## src/rtl/img_stream_framer_pkg.sv

```systemverilog
// Shared types and helpers for the image stream framer and its checksum block.
package img_stream_framer_pkg;

  // Frame sequencing states
  typedef enum logic [2:0] {
    ST_IDLE,
    ST_HEADER,
    ST_PIXELS,
    ST_CKSUM0,
    ST_CKSUM1,
    ST_PAD,
    ST_DONE
  } state_t;

  // Fletcher-32 works modulo 2^16-1; kept 17 bits wide to match the adder
  localparam logic [16:0] FLETCHER_MOD = 17'd65535;

  // Host order to wire order (little-endian on the wire)
  function automatic logic [15:0] bswap16(input logic [15:0] w);
    return {w[7:0], w[15:8]};
  endfunction

endpackage

```

## src/rtl/img_stream_framer_fletcher32_accum.sv

```systemverilog
// Fletcher-32 running sums over 16-bit words; one word per enabled cycle.
module fletcher32_accum
  import img_stream_framer_pkg::*;
(
  input  logic        clk,
  input  logic        rst,
  input  logic        clear,
  input  logic        en,
  input  logic [15:0] din,
  output logic [31:0] sum
);

  logic [15:0] s1_q, s1_d;
  logic [15:0] s2_q, s2_d;
  logic [16:0] s1_add, s1_sub;
  logic [16:0] s2_add, s2_sub;
  logic [15:0] s1_new;

  // Modular update: 17-bit add then one conditional subtract, so 65535 folds to 0
  always_comb begin
    s1_add = {1'b0, s1_q} + {1'b0, din};
    s1_sub = s1_add - FLETCHER_MOD;
    s1_new = (s1_add >= FLETCHER_MOD) ? s1_sub[15:0] : s1_add[15:0];
    s2_add = {1'b0, s2_q} + {1'b0, s1_new};
    s2_sub = s2_add - FLETCHER_MOD;
    s1_d   = s1_q;
    s2_d   = s2_q;
    if (clear) begin
      s1_d = '0;
      s2_d = '0;
    end else if (en) begin
      s1_d = s1_new;
      s2_d = (s2_add >= FLETCHER_MOD) ? s2_sub[15:0] : s2_add[15:0];
    end
  end

  // Sum registers
  always_ff @(posedge clk) begin
    if (rst) begin
      s1_q <= '0;
      s2_q <= '0;
    end else begin
      s1_q <= s1_d;
      s2_q <= s2_d;
    end
  end

  assign sum = {s2_q, s1_q};

endmodule

```

## src/rtl/img_stream_framer.sv

```systemverilog
// Image word stream framer: header, (thumbnail-filtered) pixels, Fletcher-32, zero pad.
module img_stream_framer
  import img_stream_framer_pkg::*;
#(
  parameter int HeaderWordCount = 16,
  parameter int PadBlockWords   = 256,
  parameter int FilterPeriod    = 8,
  parameter int FilterKeep      = 2,
  parameter int DimBits         = 12
) (
  input  logic               clk,
  input  logic               rst,
  input  logic               start,
  input  logic [DimBits-1:0] cfg_width,
  input  logic [DimBits-1:0] cfg_height,
  input  logic               cfg_thumb,
  input  logic [15:0]        hdr_data,
  input  logic               hdr_valid,
  output logic               hdr_ready,
  input  logic [15:0]        pix_data,
  input  logic               pix_valid,
  output logic               pix_ready,
  output logic [15:0]        wr_data,
  output logic               wr_valid,
  input  logic               wr_ready,
  output logic               busy,
  output logic               done
);

  // Filter phase counters need at least one bit even for a period of 1
  localparam int              FW         = (FilterPeriod > 1) ? $clog2(FilterPeriod) : 1;
  localparam logic [FW-1:0]   PHASE_LAST = FW'(FilterPeriod - 1);
  localparam logic [FW:0]     PHASE_KEEP = (FW + 1)'(FilterKeep);
  localparam logic [15:0]     HDR_LAST   = 16'(HeaderWordCount - 1);
  localparam logic [15:0]     PAD_MASK   = 16'(PadBlockWords - 1);

  state_t             state_q, state_d;
  logic [DimBits-1:0] width_m1_q, width_m1_d;
  logic [DimBits-1:0] height_m1_q, height_m1_d;
  logic               thumb_q, thumb_d;
  logic [DimBits-1:0] x_q, x_d;
  logic [DimBits-1:0] y_q, y_d;
  logic [FW-1:0]      fx_q, fx_d;
  logic [FW-1:0]      fy_q, fy_d;
  logic [15:0]        hdr_cnt_q, hdr_cnt_d;
  // Only the low bits matter for block alignment, so wrap-around is harmless
  logic [15:0]        word_cnt_q, word_cnt_d;
  logic [15:0]        wr_data_q, wr_data_d;
  logic               wr_valid_q, wr_valid_d;
  logic               busy_q, busy_d;
  logic               done_q, done_d;

  logic               out_free;
  logic               keep;
  logic               last_pix;
  logic [15:0]        word_cnt_inc;
  logic               block_end;
  logic               acc_clear;
  logic               acc_en;
  logic [15:0]        acc_din;
  logic [31:0]        cs;

  fletcher32_accum u_cksum (
    .clk   (clk),
    .rst   (rst),
    .clear (acc_clear),
    .en    (acc_en),
    .din   (acc_din),
    .sum   (cs)
  );

  // Next-state, handshakes and output-register loading
  always_comb begin
    state_d     = state_q;
    width_m1_d  = width_m1_q;
    height_m1_d = height_m1_q;
    thumb_d     = thumb_q;
    x_d         = x_q;
    y_d         = y_q;
    fx_d        = fx_q;
    fy_d        = fy_q;
    hdr_cnt_d   = hdr_cnt_q;
    word_cnt_d  = word_cnt_q;
    wr_data_d   = wr_data_q;
    wr_valid_d  = wr_valid_q;
    done_d      = 1'b0;
    hdr_ready   = 1'b0;
    pix_ready   = 1'b0;
    acc_clear   = 1'b0;
    acc_en      = 1'b0;
    acc_din     = 16'h0000;

    out_free     = !wr_valid_q || wr_ready;
    keep         = !thumb_q || (({1'b0, fx_q} < PHASE_KEEP) && ({1'b0, fy_q} < PHASE_KEEP));
    last_pix     = (x_q == width_m1_q) && (y_q == height_m1_q);
    word_cnt_inc = word_cnt_q + 16'd1;
    block_end    = (word_cnt_inc & PAD_MASK) == 16'd0;

    // A pending word drains when downstream takes it; a new load below overrides
    if (wr_valid_q && wr_ready) begin
      wr_valid_d = 1'b0;
    end

    case (state_q)
      ST_IDLE: begin
        if (start) begin
          width_m1_d  = cfg_width - 1'b1;
          height_m1_d = cfg_height - 1'b1;
          thumb_d     = cfg_thumb;
          x_d         = '0;
          y_d         = '0;
          fx_d        = '0;
          fy_d        = '0;
          hdr_cnt_d   = '0;
          word_cnt_d  = '0;
          acc_clear   = 1'b1;
          state_d     = (HeaderWordCount == 0) ? ST_PIXELS : ST_HEADER;
        end
      end
      ST_HEADER: begin
        hdr_ready = out_free;
        if (hdr_valid && out_free) begin
          wr_data_d  = bswap16(hdr_data);
          wr_valid_d = 1'b1;
          word_cnt_d = word_cnt_inc;
          acc_en     = 1'b1;
          acc_din    = hdr_data;
          hdr_cnt_d  = hdr_cnt_q + 16'd1;
          if (hdr_cnt_q == HDR_LAST) begin
            state_d = ST_PIXELS;
          end
        end
      end
      ST_PIXELS: begin
        // Dropped pixels never touch the output register, so they need no slot
        pix_ready = keep ? out_free : 1'b1;
        if (pix_valid && pix_ready) begin
          if (keep) begin
            wr_data_d  = bswap16(pix_data);
            wr_valid_d = 1'b1;
            word_cnt_d = word_cnt_inc;
            acc_en     = 1'b1;
            acc_din    = pix_data;
          end
          if (x_q == width_m1_q) begin
            x_d  = '0;
            fx_d = '0;
            y_d  = y_q + 1'b1;
            fy_d = (fy_q == PHASE_LAST) ? '0 : fy_q + 1'b1;
          end else begin
            x_d  = x_q + 1'b1;
            fx_d = (fx_q == PHASE_LAST) ? '0 : fx_q + 1'b1;
          end
          if (last_pix) begin
            state_d = ST_CKSUM0;
          end
        end
      end
      ST_CKSUM0: begin
        if (out_free) begin
          wr_data_d  = bswap16(cs[15:0]);
          wr_valid_d = 1'b1;
          word_cnt_d = word_cnt_inc;
          state_d    = ST_CKSUM1;
        end
      end
      ST_CKSUM1: begin
        if (out_free) begin
          wr_data_d  = bswap16(cs[31:16]);
          wr_valid_d = 1'b1;
          word_cnt_d = word_cnt_inc;
          state_d    = block_end ? ST_DONE : ST_PAD;
        end
      end
      ST_PAD: begin
        if (out_free) begin
          wr_data_d  = 16'h0000;
          wr_valid_d = 1'b1;
          word_cnt_d = word_cnt_inc;
          if (block_end) begin
            state_d = ST_DONE;
          end
        end
      end
      ST_DONE: begin
        // Final word sits in the output register until downstream takes it
        if (wr_valid_q && wr_ready) begin
          done_d  = 1'b1;
          state_d = ST_IDLE;
        end
      end
      default: begin
        state_d = ST_IDLE;
      end
    endcase

    busy_d = (state_d != ST_IDLE);
  end

  // State, counters and output register
  always_ff @(posedge clk) begin
    if (rst) begin
      state_q     <= ST_IDLE;
      width_m1_q  <= '0;
      height_m1_q <= '0;
      thumb_q     <= 1'b0;
      x_q         <= '0;
      y_q         <= '0;
      fx_q        <= '0;
      fy_q        <= '0;
      hdr_cnt_q   <= '0;
      word_cnt_q  <= '0;
      wr_data_q   <= '0;
      wr_valid_q  <= 1'b0;
      busy_q      <= 1'b0;
      done_q      <= 1'b0;
    end else begin
      state_q     <= state_d;
      width_m1_q  <= width_m1_d;
      height_m1_q <= height_m1_d;
      thumb_q     <= thumb_d;
      x_q         <= x_d;
      y_q         <= y_d;
      fx_q        <= fx_d;
      fy_q        <= fy_d;
      hdr_cnt_q   <= hdr_cnt_d;
      word_cnt_q  <= word_cnt_d;
      wr_data_q   <= wr_data_d;
      wr_valid_q  <= wr_valid_d;
      busy_q      <= busy_d;
      done_q      <= done_d;
    end
  end

  assign wr_data  = wr_data_q;
  assign wr_valid = wr_valid_q;
  assign busy     = busy_q;
  assign done     = done_q;

endmodule

```

## config.mk

```make
export PLATFORM = sky130hd
export DESIGN_NAME = img_stream_framer
export DESIGN_NICKNAME = d
export VERILOG_FILES = /design/src/rtl/img_stream_framer_pkg.sv /design/src/rtl/img_stream_framer_fletcher32_accum.sv /design/src/rtl/img_stream_framer.sv
export SDC_FILE = /design/constraint.sdc
export NUM_CORES = 1
export LEC_CHECK = 0
export CAP_MARGIN = 40
export CORE_ASPECT_RATIO = 1.5
export CORE_UTILIZATION = 64
export DETAILED_ROUTE_END_ITERATION = 10
export GPL_TIMING_DRIVEN = 0
export MAX_ROUTING_LAYER = met4
export PLACE_DENSITY_LB_ADDON = 0.15
export SYNTH_ARGS = -nofsm -noshare
export SYNTH_HDL_FRONTEND = slang
export SYNTH_SLANG_ARGS = --single-unit
export TNS_END_PERCENT = 10
```

## constraint.sdc

```tcl
create_clock -name clk -period 15.5 [get_ports clk]
set_clock_uncertainty 0.2 [all_clocks]
set_input_delay 3.1 -clock clk [delete_from_list [all_inputs] [get_ports clk]]
set_output_delay 3.1 -clock clk [all_outputs]
set_load 0.05 [all_outputs]
```

==> results_dict.tcl, run 1 <==
set metrics [dict create \
    outcome "finished clean" \
    worst_pin_slew_ns 0.8588 \
    routed_wl_um 28490 \
    p_leak_nw 4.156 \
    avgSynthCellArea_sq_um 7.827 \
    diodes 0 \
    finalSetupViolations 0 \
    grt_pass1_vias 9494 \
    slew_viol_final 0 \
    drt-initial-drc-count 504 \
    synth_area_leader_cell "dfxtp_1" \
    total_power_mw 0.9688 \
    synthToLayoutAreaGrowth_pct 18.06 \
    placed_area_sq_um 10350 \
    synthDistinctLibCells 83 \
    hpwl_um 21990 \
    fin_cells 1493 \
    slowest_stage "a311oi_2" \
    path_delay_family "compound AO/OA/AOI/OAI gates" \
    hold_buffers 0 \
    reg2reg_depth 31 \
    worstHoldPathType "reg -> reg" \
    rrSetupSlack_ns 6.72 \
    worstPathRequired_ns 15.65 \
    drive_gt1_share_pct 7.148 \
    p_sw_mw 0.2946 \
    start_util_pct 66.03 \
    path_buf_inv 7 \
    ys_ff_latch 133 \
    clock_path_buffers 2 \
    firstDrtPassIters 7 \
    synth.top_cell.area_share_pct 28.68 \
    ant_nets 0 \
    routed_via_density 6.307 \
    synth_edf_count 0 \
    cts_root_buf "clkbuf_16" \
    dieArea_sq_um 15000 \
    cts_tree "built" \
    r2r-start "state_q[2]" \
    whs_endpoint "wr_data[6]" \
    route.detailed.drc 0 \
    p_sw_share_pct 30.41 \
    cp_max_fo 10 \
    power_frac_seq_pct 38.2 \
    postLayoutSetupSlackWorst_ns 4.161 \
    num_vias 9417 \
    period_needed_ns 11.34 \
    ys.flop_type "dfxtp_1" \
    setup_tns_ns 0 \
    min-delay-start "wr_data[6]" \
    maxCapViolCount 0 \
    place_inst 1461 \
    grt_max_degree 17 \
    synth_nets 1297 \
    fin_nets 1399 \
    utilization_pct 77.95 \
    grt_pass1_wl_um 45650 \
    overflow 0 \
    clock_latency_ns 0.43 \
    synth_cells 1186 \
    path_depth 31 \
    p_comb_share_pct 19.0 \
    synth_seq_area_share_pct 28.68 \
    rsz0062_at_grt "no" \
    antenna_found_initial 0 \
    start_kind "input pin" \
    rows 53 \
    die_y_um 149.5 \
    max_stage_delay_ns 0.66 \
    cp-end-kind "flip-flop" \
    ys_top_cells_by_area "dfxtp_1 (29%), nor2_1 (8.3%), xnor2_1 (6.8%), ha_1 (6.2%), a21oi_1 (6.1%)" \
    htree_levels 4 \
    postSynth.asyncResetShare_pct 0 \
    p_int_mw 0.6742 \
    io_buffers 82 \
    whs_ns 0.2935 \
    cp_data_arrival_time_ns 11.49 \
    holdPathStages 2 \
    power_density_nw_per_um2 88.40 \
    grt.total_usage_pct 40.59 \
    netlist_area_sq_um 9283 \
    post_cts.repair.setup_buffers 0 \
    fmax_mhz 88.19 \
    r2r_end "u_cksum.s2_q[8]" \
    cts_resized 0 \
    finalCritPeriodShare_pct 73.15 \
    path_class "in -> reg" \
    path_clk_slew_ns 0.06 \
    relSlewSlack_pct 42.62 \
    cts_sinks 133 \
    final_hold_viol_count 0 \
    wl_per_cell_um 19.08 \
    irDropWorstVdd_v 0.00007642 \
    postLayoutCellArea_sq_um 10960 \
    yosys_warnings 0 \
    die_w_um 100.3 \
    ios 84 \
    post-place-ws_ns 4.031 \
    core_area_sq_um 14060 \
    clkPwrFrac_pct 42.8 \
    place_congestion 1.042 \
    synth_common_cells "nor2_1 (206), dfxtp_1 (133), a21oi_1 (114)" \
    cts_buffers 17 \
    yosysMostFrequentCell "nor2_1" \
]
==> sequential cells by signal, summed over array words and instances (netlist names), 3 cells and up <==
register and cells:
hdr_cnt_q 16, u_cksum.s1_q 16, u_cksum.s2_q 16, wr_data 16
height_m1_q 12, width_m1_q 12, x_q 12, y_q 12
word_cnt_q 8, fx_q 3, fy_q 3, state_q 3
==> final cells by class <==
class,count,area [sq um]
well taps,192,240.2
repair buffers,83,832.0
plain buffers,58,241.5
multi-input cells,967,6274
fillers,1069,3099
inverters,28,105.1
flip-flops and latches,133,2663
clock buffers,18,439.2
clock inverters,14,165.2
==> how the worst max path moves through the flow <==
| stage | start | to | slack (ns) |
|---|---|---|---|
| floorplan | wr_ready | u_cksum.s2_q[8] | 6.28 |
| global placement | wr_ready | u_cksum.s2_q[8] | 4.13 |
| detailed placement | wr_ready | u_cksum.s2_q[8] | 4.03 |
| CTS | wr_ready | u_cksum.s2_q[8] | 4.41 |
| global route | wr_ready | u_cksum.s2_q[8] | 3.63 |
| finish | wr_ready | u_cksum.s2_q[8] | 4.16 |
==> worst reg2reg max path: cells and delay by family (launching register included) <==
family / cells / cell delay [ns]
AOI/OAI and AO/OA: 9 / 2.85
xor gates and xnor gates: 3 / 0.57
adders and majority gates: 3 / 0.91
buffers and inverters: 7 / 1.99
DFF: 1 / 0.33
and+or+nand+nor: 9 / 1.84
==> cell families after synthesis <==
logic type / share of synthesized area (%)
and+or+nand+nor: 24.91
AOI/OAI and AO/OA: 22.20
DFF: 28.68
xor gates and xnor gates: 11.24
buffers and inverters: 3.734
adders and majority gates: 6.632
muxes: 2.601
==> layer usage <==
| metal | vias to the layer above | wire (um) | global-route usage, % |
|---|---|---|---|
| li1 | 4445 | - | - |
| met1 | 4316 | 9896 | 39.03 |
| met2 | 453 | 14400 | 70.68 |
| met3 | 203 | 1660 | 6.165 |
| met4 | 0 | 2536 | 34.20 |
| met5 | - | 0 | - |
==> layout by cell type, fill, tap and decap left out, types with 16 or more instances in the layout <==
| cell | count |
|---|---|
| a211oi_1 | 27 |
| a21oi_1 | 114 |
| a22o_1 | 16 |
| and3_1 | 24 |
| clkbuf_1 | 43 |
| clkbuf_16 | 17 |
| clkdlybuf4s50_1 | 82 |
| dfxtp_1 | 133 |
| ha_1 | 46 |
| inv_1 | 27 |
| mux2i_1 | 23 |
| nand2_1 | 75 |
| nand3_1 | 25 |
| nand4_1 | 25 |
| nor2_1 | 206 |
| nor3_1 | 22 |
| o21ai_0 | 52 |
| xnor2_1 | 72 |
| xor2_1 | 36 |
==> power by group through the flow <==
stage / Clock, mW / Sequential, mW / Combinational, mW
3_5_place_dp: 0 / 0.377 / 0.180
3_3_place_gp: 0 / 0.376 / 0.176
4_1_cts: 0.415 / 0.369 / 0.182
5_1_grt: 0.431 / 0.371 / 0.198
2_1_floorplan: 0 / 0.386 / 0.107
6_report: 0.414 / 0.370 / 0.184
(Power assumes the default switching activity.)
==> run 2: changes to the inputs <==
--- a/config.mk
+++ b/config.mk
@@ -7,7 +7,7 @@
 export LEC_CHECK = 0
 export CAP_MARGIN = 40
 export CORE_ASPECT_RATIO = 1.5
-export CORE_UTILIZATION = 64
+export CORE_UTILIZATION = 53
 export DETAILED_ROUTE_END_ITERATION = 10
 export GPL_TIMING_DRIVEN = 0
 export MAX_ROUTING_LAYER = met4
==> constraint.sdc (replaced) <==
create_clock -name clk -period 9.4 [get_ports clk]
set_clock_uncertainty 0.2 [all_clocks]
set_input_delay 1.88 -clock clk [delete_from_list [all_inputs] [get_ports clk]]
set_output_delay 1.88 -clock clk [all_outputs]
set_load 0.05 [all_outputs]
==> run 2 against run 1 <==
Compared with the run above:
- worst setup slack worse by 3.8 ns
- critical path depth grew 2
- cell count up 1.6%
- register-to-register slack worse by 5.2 ns
- via count shrank 3.0%
- power is 64% higher
- clock-buffer cell count stayed put
- utilization is 13 points lower
- wire length shrank 1.4%
- final area increased by 1.1%
- critical endpoint unchanged
==> results_dict.tcl, run 2 (synthesized netlist as in run 1, its figures left out) <==
set metrics [dict create \
    outcome "finished clean" \
    place_inst 1479 \
    max_stage_delay_ns 0.58 \
    postLayoutCellArea_sq_um 11080 \
    finalCritPeriodShare_pct 96.56 \
    start_kind "input pin" \
    fin_nets 1405 \
    p_leak_nw 4.219 \
    cts_root_buf "clkbuf_16" \
    die_y_um 164.1 \
    utilization_pct 65.26 \
    slew_viol_final 0 \
    drt-initial-drc-count 496 \
    fmax_mhz 110.2 \
    place_congestion 0.9611 \
    min-delay-start "u_cksum.s2_q[0]" \
    whs_ns 0.2894 \
    rrSetupSlack_ns 1.53 \
    cp_max_fo 10 \
    ant_nets 0 \
    worstPathRequired_ns 9.54 \
    fill_cells 1540 \
    cts_sinks 133 \
    holdPathStages 2 \
    r2r-start "fy_q[1]" \
    hold_buffers 0 \
    io_buffers 82 \
    path_class "in -> reg" \
    seqCellArea_sq_um 2663 \
    routed_via_density 6.024 \
    reg2reg_depth 29 \
    wl_per_cell_um 18.52 \
    drive_gt1_share_pct 8.340 \
    grt_pass1_vias 9101 \
    dieArea_sq_um 18060 \
    multiInputGateArea_sq_um 6329 \
    htree_levels 4 \
    hpwl_um 22060 \
    placed_area_sq_um 10380 \
    cp_common_cell "inv_1" \
    maxCapViolCount 0 \
    final_hold_viol_count 0 \
    worst_pin_slew_ns 0.9188 \
    whs_endpoint "u_cksum.s2_q[0]" \
    clock_path_buffers 2 \
    power_density_nw_per_um2 143.2 \
    cts_buffers 17 \
    grt_max_degree 17 \
    relSlewSlack_pct 38.52 \
    num_vias 9138 \
    firstDrtPassIters 8 \
    cts_tree "built" \
    antenna_found_initial 0 \
    r2r_end "u_cksum.s2_q[8]" \
    cp_data_arrival_time_ns 9.22 \
    period_needed_ns 9.077 \
    grt_pass1_wl_um 44560 \
    rsz0062_at_grt "no" \
    route.detailed.drc 0 \
    grt.total_usage_pct 33.18 \
    rows 58 \
    overflow 0 \
    worstHoldPathType "reg -> reg" \
    irDropWorstVdd_v 0.0001296 \
    synthToLayoutAreaGrowth_pct 19.38 \
    clock_latency_ns 0.42 \
    die_w_um 110.1 \
    path_clk_slew_ns 0.06 \
    final_cell_mix "nor2_1 (206), dfxtp_1 (133), a21oi_1 (113)" \
    ios 84 \
    post-place-ws_ns -0.8345 \
    core_area_sq_um 16980 \
    slowest_stage "clkdlybuf4s50_1" \
    cp-end-kind "flip-flop" \
    finalSetupViolations 0 \
    start_util_pct 54.66 \
    postLayoutSetupSlackWorst_ns 0.3230 \
    diodes 0 \
    layout_commonest_cell "nor2_1" \
    routed_wl_um 28100 \
    fin_cells 1517 \
]
run 2: cell type report:
| class | count | area share (%) |
|---|---|---|
| Buffer | 57 | 2.202 |
| Clock inverter | 14 | 1.366 |
| Inverter | 28 | 0.9484 |
| Tap cell | 210 | 2.371 |
| Sequential cell | 133 | 24.03 |
| Clock buffer | 18 | 3.963 |
| Timing Repair Buffer | 90 | 8.016 |
| Multi-Input combinational cell | 967 | 57.11 |
run 2: metrics by stage:
step	setup TNS (ns)	total power [mW]
after floorplan	0	0.8134
after global routing	0	1.638
after CTS	0	1.582
after global placement	-7.605	0.9145
final	0	1.587
after detailed placement	-8.907	0.9202
run 2: worst max path at each step:
stage | endpoint | depth (start not counted) | slack, ns | from
after floorplan | u_cksum.s2_q[8] | 29 | 1.40 | wr_ready
after global placement | u_cksum.s2_q[8] | 30 | -0.78 | wr_ready
after detailed placement | u_cksum.s2_q[8] | 30 | -0.83 | wr_ready
after CTS | u_cksum.s2_q[8] | 29 | 0.12 | wr_ready
after global routing | u_cksum.s2_q[5] | 30 | 0.01 | wr_ready
final | u_cksum.s2_q[8] | 33 | 0.32 | wr_ready
run 2: repair_timing:
item	4_1_cts	5_1_grt
cloned	0	0
setup buffers	0	7
resized for setup	4	12
setup endpoints to repair	15	16
pin swaps	0	6
hold endpoints to repair	0	0
run 2: power breakdown:
group,switching (mW),internal [mW]
logic,0.185,0.120
registers,0.0216,0.588
clock network,0.271,0.400
total,0.478,1.11
run 2: critical path, delay by kind of cell:
family                   cells  cell delay [ns]
AO/OA/AOI/OAI                9             2.37
buffers and inverters        8             1.57
AND/OR/NAND/NOR              9             1.56
adder cells (fa/ha/maj)      4             1.21
XOR/XNOR                     3             0.61
run 2: metal layers:
metal	vias to the layer above	share of wire, %	GRT usage, %
li1	4453	-	-
met1	4282	37	32.34
met2	301	53	61.45
met3	102	4.5	5.119
met4	0	5.1	17.82
met5	-	0	-
==> run 3: changes to the inputs <==
--- a/config.mk
+++ b/config.mk
@@ -8,10 +8,12 @@
 export CAP_MARGIN = 40
 export CORE_ASPECT_RATIO = 1.5
 export CORE_UTILIZATION = 53
+export CTS_CLUSTER_DIAMETER = 60
 export DETAILED_ROUTE_END_ITERATION = 10
 export GPL_TIMING_DRIVEN = 0
 export MAX_ROUTING_LAYER = met4
 export PLACE_DENSITY_LB_ADDON = 0.15
+export SLEW_MARGIN = 20
 export SYNTH_ARGS = -nofsm -noshare
 export SYNTH_HDL_FRONTEND = slang
 export SYNTH_SLANG_ARGS = --single-unit
==> run 3 against run 2 <==
Compared with the run above:
- register-to-register slack worse by 0.06 ns
- die area stayed put
- final area hardly changed
- highest routed layer unchanged
- sequential share of layout area hardly changed
==> results_dict.tcl, run 3 (synthesized netlist as in run 1, its figures left out) <==
set metrics [dict create \
    period_needed_ns 9.117 \
    synthToLayoutAreaGrowth_pct 19.34 \
    drive_gt1_share_pct 8.123 \
    place_congestion 0.9611 \
    cts_root_buf "clkbuf_16" \
    overflow 0 \
    post-place-ws_ns -0.8696 \
    cp_max_fo 10 \
    finalSetupViolations 0 \
    irDropWorstVdd_v 0.0001300 \
    p_comb_share_pct 18.9 \
    rsz0062_at_grt "no" \
    diodes 0 \
    p_leak_nw 4.221 \
    grt_pass1_wl_um 44170 \
    grt_max_degree 17 \
    p_sw_mw 0.4690 \
    ant_nets 0 \
    path_clk_slew_ns 0.06 \
    ios 84 \
    routed_via_density 5.999 \
    path_delay_family "compound AO/OA/AOI/OAI gates" \
    placed_area_sq_um 10380 \
    cp_data_arrival_time_ns 9.25 \
    grt.total_usage_pct 32.97 \
    cp-end-kind "flip-flop" \
    routed_wl_um 28210 \
    rows 58 \
    clock_path_buffers 2 \
    grt_pass1_vias 8977 \
    maxCapViolCount 0 \
    start_util_pct 54.66 \
    cp_common_cell "a211oi_2" \
    drt-initial-drc-count 610 \
    p_sw_share_pct 29.00 \
    hpwl_um 22050 \
    outcome "finished clean" \
    num_vias 9089 \
    io_buffers 82 \
    cts_sinks 133 \
    layout_commonest_cell "nor2_1" \
    worstPathRequired_ns 9.54 \
    hold_buffers 0 \
    firstDrtPassIters 5 \
    fin_nets 1403 \
    slew_viol_final 0 \
    clock_latency_ns 0.43 \
    power_density_nw_per_um2 146.0 \
    antenna_found_initial 0 \
    slowest_stage "clkdlybuf4s50_1" \
    whs_ns 0.2817 \
    start_kind "input pin" \
    path_buf_inv 5 \
    clkPwrFrac_pct 43.4 \
    total_power_mw 1.617 \
    dieArea_sq_um 18060 \
    postLayoutCellArea_sq_um 11080 \
    worst_pin_slew_ns 0.8193 \
    die_w_um 110.1 \
    core_area_sq_um 16980 \
    utilization_pct 65.24 \
    final_cell_mix "nor2_1 (205), dfxtp_1 (133), a21oi_1 (114)" \
    postLayoutSetupSlackWorst_ns 0.2831 \
    p_int_mw 1.148 \
    worstHoldPathType "reg -> reg" \
    finalCritPeriodShare_pct 96.99 \
    htree_levels 4 \
    wl_per_cell_um 18.62 \
    fmax_mhz 109.7 \
    die_y_um 164.1 \
    cts_tree "built" \
    path_class "in -> reg" \
    relSlewSlack_pct 45.02 \
    final_hold_viol_count 0 \
    route.detailed.drc 0 \
    power_frac_seq_pct 37.7 \
    cts_buffers 17 \
    max_stage_delay_ns 0.58 \
]
run 3: cell count changes in the layout (fill, tap and decap cells not counted), sizes merged:
cell / before / now
buf: 25 / 22
bufinv: 2 / 3
clkbuf: 58 / 62
clkinv: 6 / 4
clkinvlp: 2 / 3
inv: 32 / 29
run 3: metrics by stage:
step,setup TNS [ns],std cells
2_1_floorplan,0,1186
3_5_place_dp,-9.537,1479
6_report,0,1515
4_1_cts,0,1511
5_1_grt,0,1515
3_3_place_gp,-7.605,1478
run 3: power by group through the flow:
stage	registers, mW	logic, mW	clock network (mW)
3_3_place_gp	0.621	0.294	0
2_1_floorplan	0.637	0.177	0
6_report	0.610	0.306	0.701
4_1_cts	0.609	0.301	0.702
3_5_place_dp	0.621	0.299	0
5_1_grt	0.612	0.330	0.725
run 3: layer usage:
layer / wire [um] / vias to the layer above / track usage [%] / share of wire (%)
met4: 1417 / 0 / 18.30 / 5.0
met2: 14980 / 276 / 61.14 / 53
met5: 0 / - / - / 0
li1: - / 4450 / - / -
met3: 1343 / 103 / 5.556 / 4.8
met1: 10470 / 4260 / 31.54 / 37
run 3: timing repair:
action	in CTS	in global routing
endpoints found under the setup margin	14	16
pin swaps	0	4
buffers inserted	0	3
gates resized for setup	3	16
run 3: final cells by class:
| type | instances | area, sq um |
|---|---|---|
| fillers | 1520 | 5903 |
| plain buffers | 57 | 249.0 |
| clock inverters | 11 | 148.9 |
| flip-flops and latches | 133 | 2663 |
| multi-input cells | 967 | 6312 |
| repair buffers | 88 | 867.1 |
| well taps | 210 | 262.8 |
| inverters | 28 | 105.1 |
| clock buffers | 21 | 470.5 |
run 3: worst paths after layout:
path | startpoint | to | slack, ns | cells after the start
worst max-delay path | wr_ready | u_cksum.s2_q[8] | 0.28 | 30
worst min-delay path | wr_data[2] | wr_data[2] | 0.28 | 2
worst max register to register | fx_q[1] | u_cksum.s2_q[8] | 1.47 | 28
worst min register to register | wr_data[2] | wr_data[2] | 0.28 | 2
run 3: worst min-delay path: cells and delay by family, from the launching register on:
family / cells / cell delay, ns
compound gates: 1 / 0.06
flops: 1 / 0.32
simple gates: 1 / 0.07
